===== src/rtl/updown_pwm_pkg.sv =====
// Shared types and constants for the center-aligned PWM generator.
package updown_pwm_pkg;

  localparam int unsigned W_DEF    = 8;
  localparam int unsigned DT_W_DEF = 4;

  typedef enum logic [1:0] {
    S_LO    = 2'd0,
    S_DT_UP = 2'd1,
    S_HI    = 2'd2,
    S_DT_DN = 2'd3
  } state_t;

  // Leave reset in a dead window so neither side drives on reset exit.
  localparam state_t RST_STATE = S_DT_DN;

  typedef struct packed {
    logic [W_DEF-1:0]    duty;
    logic [DT_W_DEF-1:0] dt;
  } cfg_t;

endpackage


===== src/rtl/updown_deadtime.sv =====
// Dead-time inserter: turns the raw compare into complementary drives.
module updown_deadtime
  import updown_pwm_pkg::*;
#(
  parameter int unsigned DT_W = DT_W_DEF
) (
  input  logic            clk,
  input  logic            nrst,
  input  logic            raw,
  input  logic [DT_W-1:0] dt_act,
  output logic            out_hi,
  output logic            out_lo
);

  state_t          state;
  state_t          state_nxt;
  logic [DT_W-1:0] dt_cnt;
  logic [DT_W-1:0] dt_cnt_nxt;

  // State, dead-time counter and decoded drive registers.
  always_ff @(posedge clk or negedge nrst) begin
    if (!nrst) begin
      state  <= RST_STATE;
      dt_cnt <= '1;
      out_hi <= 1'b0;
      out_lo <= 1'b0;
    end else begin
      state  <= state_nxt;
      dt_cnt <= dt_cnt_nxt;
      out_hi <= (state_nxt == S_HI);
      out_lo <= (state_nxt == S_LO);
    end
  end

  // Next-state logic; a raw reversal during dead time aborts back to the old side.
  always_comb begin
    state_nxt  = state;
    dt_cnt_nxt = dt_cnt;
    case (state)
      S_LO: begin
        if (raw) begin
          if (dt_act == '0) begin
            state_nxt = S_HI;
          end else begin
            state_nxt  = S_DT_UP;
            dt_cnt_nxt = dt_act;
          end
        end
      end
      S_DT_UP: begin
        if (!raw) begin
          state_nxt = S_LO;
        end else if (dt_cnt == DT_W'(1)) begin
          state_nxt = S_HI;
        end else begin
          dt_cnt_nxt = dt_cnt - DT_W'(1);
        end
      end
      S_HI: begin
        if (!raw) begin
          if (dt_act == '0) begin
            state_nxt = S_LO;
          end else begin
            state_nxt  = S_DT_DN;
            dt_cnt_nxt = dt_act;
          end
        end
      end
      S_DT_DN: begin
        if (raw) begin
          state_nxt = S_HI;
        end else if (dt_cnt == DT_W'(1)) begin
          state_nxt = S_LO;
        end else begin
          dt_cnt_nxt = dt_cnt - DT_W'(1);
        end
      end
      default: begin
        state_nxt = RST_STATE;
      end
    endcase
  end

endmodule


===== src/rtl/updown_pwm.sv =====
// Center-aligned PWM: valley-synchronous double-buffered duty/dead-time plus compare.
module updown_pwm
  import updown_pwm_pkg::*;
#(
  parameter int unsigned W    = W_DEF,
  parameter int unsigned DT_W = DT_W_DEF
) (
  input  logic            clk,
  input  logic            nrst,
  input  logic            en,
  input  logic [W-1:0]    q,
  input  logic            cfg_valid,
  output logic            cfg_ready,
  input  logic [W-1:0]    cfg_duty,
  input  logic [DT_W-1:0] cfg_dt,
  output logic            out_hi,
  output logic            out_lo,
  output logic            period_start
);

  typedef struct packed {
    logic [W-1:0]    duty;
    logic [DT_W-1:0] dt;
  } cfg_w_t;

  cfg_w_t pend;
  cfg_w_t act;
  logic   raw_c;
  logic   valley_c;
  logic   accept_c;

  assign raw_c    = (q < act.duty);
  assign valley_c = en && (q == '0);
  assign accept_c = cfg_valid && cfg_ready;

  // Pending/active buffers; cfg_ready doubles as the pending-empty flag.
  always_ff @(posedge clk or negedge nrst) begin
    if (!nrst) begin
      pend.duty    <= '0;
      pend.dt      <= '0;
      act.duty     <= '0;
      act.dt       <= '1;
      cfg_ready    <= 1'b1;
      period_start <= 1'b0;
    end else begin
      period_start <= valley_c;
      if (accept_c) begin
        pend.duty <= cfg_duty;
        pend.dt   <= cfg_dt;
      end
      // Load needs a full buffer and accept needs an empty one, so they never collide.
      if (valley_c && !cfg_ready) begin
        act       <= pend;
        cfg_ready <= 1'b1;
      end else if (accept_c) begin
        cfg_ready <= 1'b0;
      end
    end
  end

  updown_deadtime #(
    .DT_W (DT_W)
  ) u_deadtime (
    .clk    (clk),
    .nrst   (nrst),
    .raw    (raw_c),
    .dt_act (act.dt),
    .out_hi (out_hi),
    .out_lo (out_lo)
  );

endmodule


===== config.mk =====
export PLATFORM = sky130hd
export DESIGN_NAME = updown_pwm
export DESIGN_NICKNAME = d
export VERILOG_FILES = /design/src/rtl/updown_pwm_pkg.sv /design/src/rtl/updown_deadtime.sv /design/src/rtl/updown_pwm.sv
export SDC_FILE = /design/constraint.sdc
export NUM_CORES = 1
export LEC_CHECK = 0
export CORE_ASPECT_RATIO = 0.6
export CORE_MARGIN = 2
export CORE_UTILIZATION = 40
export DETAILED_ROUTE_END_ITERATION = 10
export PLACE_DENSITY = 0.66
export RECOVER_POWER = 50
export SLEW_MARGIN = 10
export SYNTH_ARGS = -nofsm -noshare
export SYNTH_HDL_FRONTEND = slang
export SYNTH_SLANG_ARGS = --single-unit

===== constraint.sdc =====
create_clock -name clk -period 1.9 [get_ports clk]
set_input_delay 0.475 -clock clk [delete_from_list [all_inputs] [get_ports clk]]
set_output_delay 0.475 -clock clk [all_outputs]
set_load 0.01 [all_outputs]

==> impl_results.md <==
- Status: finished, violations left
- Violated checks: negative setup slack
- Final core utilization: 59.36%
- Area growth from synthesis to layout: 44.22%
- Synth cell types: 36
- Total clock buffers created by CTS: 5
- Delay-heaviest family, CP: simple AND/OR/NAND/NOR gates
- Largest area contributor in the synthesized netlist: dfrtp_1
- Floorplan die area: 4745 µm²
- Detailed-router iteration count before antenna repair: 2
- RSZ-0062 raised after global routing: yes
- Worst setup EP type: register
- Number of clock sinks: 34
- Total via count after detailed routing: 1112
- CTS H-Tree Depth: 2
- Summed negative setup slack over all endpoints: -113.5 ps
- Tmin final: 1967 ps
- Routed Wire Length: 3.523 mm
- Cell chain of the critical path: ha_1 -> nor4bb_4 -> a21oi_2 -> and2_4 -> mux2i_4 -> nor4b_2 -> a211o_1
- Global-route usage over all layers: 16.13%
- DR WL/cell: 14.74 µm
- GPL Wtd Cong: 0.8009
- Post-synthesis sequential area ratio: 51.53%
- Power per unit of standard cell area: 859.1 nW/µm²
- Effective utilization at floorplan: 41.16%
- Fill count: 335
- Critical path startpoint category: register
- Aggregate global routing overflow: 0
- Chip width: 87.61 µm
- Worst-case setup margin in the final layout: -67.26 ps
- Period utilisation layout: 103.5%
- TritonCTS clock tree: yes
- Slowest cell on crit path: dfstp_2
- Number of global-route vias before repair: 1196
- Wire length of the first global-routing pass: 5.540 mm
- Number of warning messages in the yosys log: 0
- Endpoints failing hold: 0
- Reported leakage power: 1.043 nW
- Total Nets Final: 211
- CTS Root Buffer Type: clkbuf_8
- Maximum number of pins on one net before global-route repair: 35
- Placed wire-length estimate: 2.546 mm
- Area of combinational cells with multiple inputs: 913.4 µm²
- Buffers on Ports: 27
- Delay of the slowest cell on the worst path: 540 ps
- Number of antenna diodes: 0
- Post-route DRC violation count: 0
- Worst-case clock skew: 5.314 ps
- Worst hold stages: 1
- Register cell area after layout: 864.6 µm²
- Number of flip-flops and latches in the synthesized netlist: 34
- Top library cells by usage in the layout, fill and taps aside: 23 x dfrtp_1, 19 x clkdlybuf4s50_1, 14 x buf_4
- Ratio of cells with drive above 1 in the final layout: 55.31%
- Worst-case clock buffer depth: 2
- Proportion of netlist area held by the largest area contributor: 34.30%
- FF-to-FF path depth: 7
- Fin. max-slew vios: 0
- Worst reg2reg path startpoint: u_deadtime.dt_cnt[0]$_DFFE_PN1P_
- Launch point of the worst hold path: pend[2]$_DFFE_PN0P_
- Setup slack after placement: -584.5 ps
- Floorplan row count: 18
- Data arrival, critical path: 2190 ps
- Reg-to-reg setup timing slack: -70 ps
- Mean instance size in the synthesized netlist: 13.11 µm²
- Number of placed I/O pins: 28
- Dominant cells by area after synthesis: dfrtp_1 34%, dfstp_2 17%, mux2_4 8.9%
- Achievable clock frequency: 0.5083 GHz
- Post-route total power: 2.079 mW
- Post-DRT Antenna Nets: 0
- Stages on worst setup path: 7
- Setup-violating endpoint count in the final report: 4
- Number of vias per cell: 4.653
- Origin of the worst setup path: u_deadtime.dt_cnt[0]$_DFFE_PN1P_
- Worst-path maximum fanout: 5
- Post-Syn Nets: 161
- Clock-pin transition on the worst setup and hold timing paths: 70 ps
- Sink of the worst hold path: act[2]$_DFFE_PN1P_
- Clk Latency, worst-skew pair: 290 ps
- Max-cap violations: 0
- Setup Crit Path Kind: reg -> reg
- Syn Std Cell Area: 1678 µm²
- Instance count after placement with tap cells included: 228
- Initial antenna violation count: 0
- Critical Path RT: 2120 ps
- Hold Path Class: reg -> reg
- First-iteration detailed-routing DRC count: 41
- Area of the core: 4076 µm²
- Syn Inst Count: 128
- Die Height: 54.17 µm
- Count of buffering cells on the critical path with inverters included: 0
- Worst slew pin tran: 847.2 ps
- Leading cell type in the layout, fill and taps excluded: dfrtp_1
- Non-filler instance count after layout: 239
- Endpoint of the worst-slack reg-to-reg timing path: u_deadtime.dt_cnt[3]$_DFFE_PN1P_
- Maximum vdd drop: 0.5379 mV
- Max-Slew Margin vs Limit: 43.52%
## worst max path at each step
stage                                       end  slack, ps
6_report       u_deadtime.dt_cnt[3]$_DFFE_PN1P_        -70
5_1_grt        u_deadtime.dt_cnt[3]$_DFFE_PN1P_       -120
4_1_cts        u_deadtime.dt_cnt[3]$_DFFE_PN1P_       -120
3_5_place_dp   u_deadtime.dt_cnt[3]$_DFFE_PN1P_       -580
3_3_place_gp   u_deadtime.dt_cnt[3]$_DFFE_PN1P_       -540
2_1_floorplan  u_deadtime.dt_cnt[3]$_DFFE_PN1P_        -50
## cells in the mapped netlist
master    instances
nand2b_1          3
dfstp_2          11
ha_1              9
or3_1             1
mux2i_2           1
inv_1            11
nand3_1           2
mux2_1            2
o21ai_0           1
o21ai_2           1
mux2i_1           1
a21oi_1           4
o31ai_1           1
nor2b_1           5
mux2_2           13
xnor2_1           1
a41oi_4           1
o21a_1            1
nor4_2            1
nor3_1            2
nand3b_1          1
nor4_1            2
dfrtp_1          23
nand2_1           3
nor2_1            6
mux2_4           10
a211oi_2          1
a211o_1           1
nor4bb_1          1
o22ai_1           1
buf_2             1
buf_1             1
buf_6             1
and2_1            1
o21ai_1           2
nor4b_2           1
## through the flow
step	cell area, µm²	hold slack, ps
6_report	2420	507.2
5_1_grt	2420	529.5
4_1_cts	2307	498.9
3_5_place_dp	2193	481.9
3_3_place_gp	2193	468.6
2_1_floorplan	1748	179.4
## repair_timing
action	CTS	global route
setup buffers	2	0
cloned	0	1
hold buffers	0	0
endpoints found under the setup margin	17	17
gates resized for setup	13	30
pin swaps	8	10
## sequential cells by signal, indices dropped and copies added, names as in the netlist
name	count
cfg_ready	1
u_deadtime.dt_cnt	4
act	12
u_deadtime.out_hi	1
u_deadtime.state	2
pend	12
u_deadtime.out_lo	1
period_start	1
## per-layer routing
| metal | part of all wire [%] | vias up | GRT usage, % | wire length [µm] |
|---|---|---|---|---|
| li1 | - | 544 | - | - |
| met1 | 50 | 544 | 22.65 | 1765 |
| met2 | 46 | 20 | 24.87 | 1608 |
| met3 | 3.5 | 4 | 4.601 | 125 |
| met4 | 0.65 | 0 | 3.846 | 23 |
| met5 | 0 | - | 0 | 0 |
## logic make-up after synthesis
kind of cell | share of synthesized area [%]
buf+inv | 3.653
flops | 51.53
fa+ha+maj | 6.712
simple gates | 10.37
mux | 20.43
xor+xnor | 0.5221
compound gates | 6.787
## worst reg2reg max path, stage by stage, from the launching register on
cell and delay, ps:
dfstp_2 540, ha_1 170, nor4bb_4 320, a21oi_2 80
and2_4 190, mux2i_4 250, nor4b_2 90, a211o_1 270
## layout make-up
type / instances / area share (%)
multi-input combinational: 80 / 37.75
inverter: 11 / 1.706
sequential: 34 / 35.73
clock inverter: 2 / 0.5171
tap: 60 / 3.102
timing repair buffer: 46 / 17.79
clock buffer: 6 / 3.413
## power by group
part           leakage [nW]  internal, mW  total [mW]  switching, mW
clock                0.0472         0.291       0.567          0.276
sequential            0.415         0.915        1.04          0.124
combinational         0.580         0.293       0.473          0.179
total                  1.04          1.50        2.08          0.579
(Power assumes the default switching activity.)
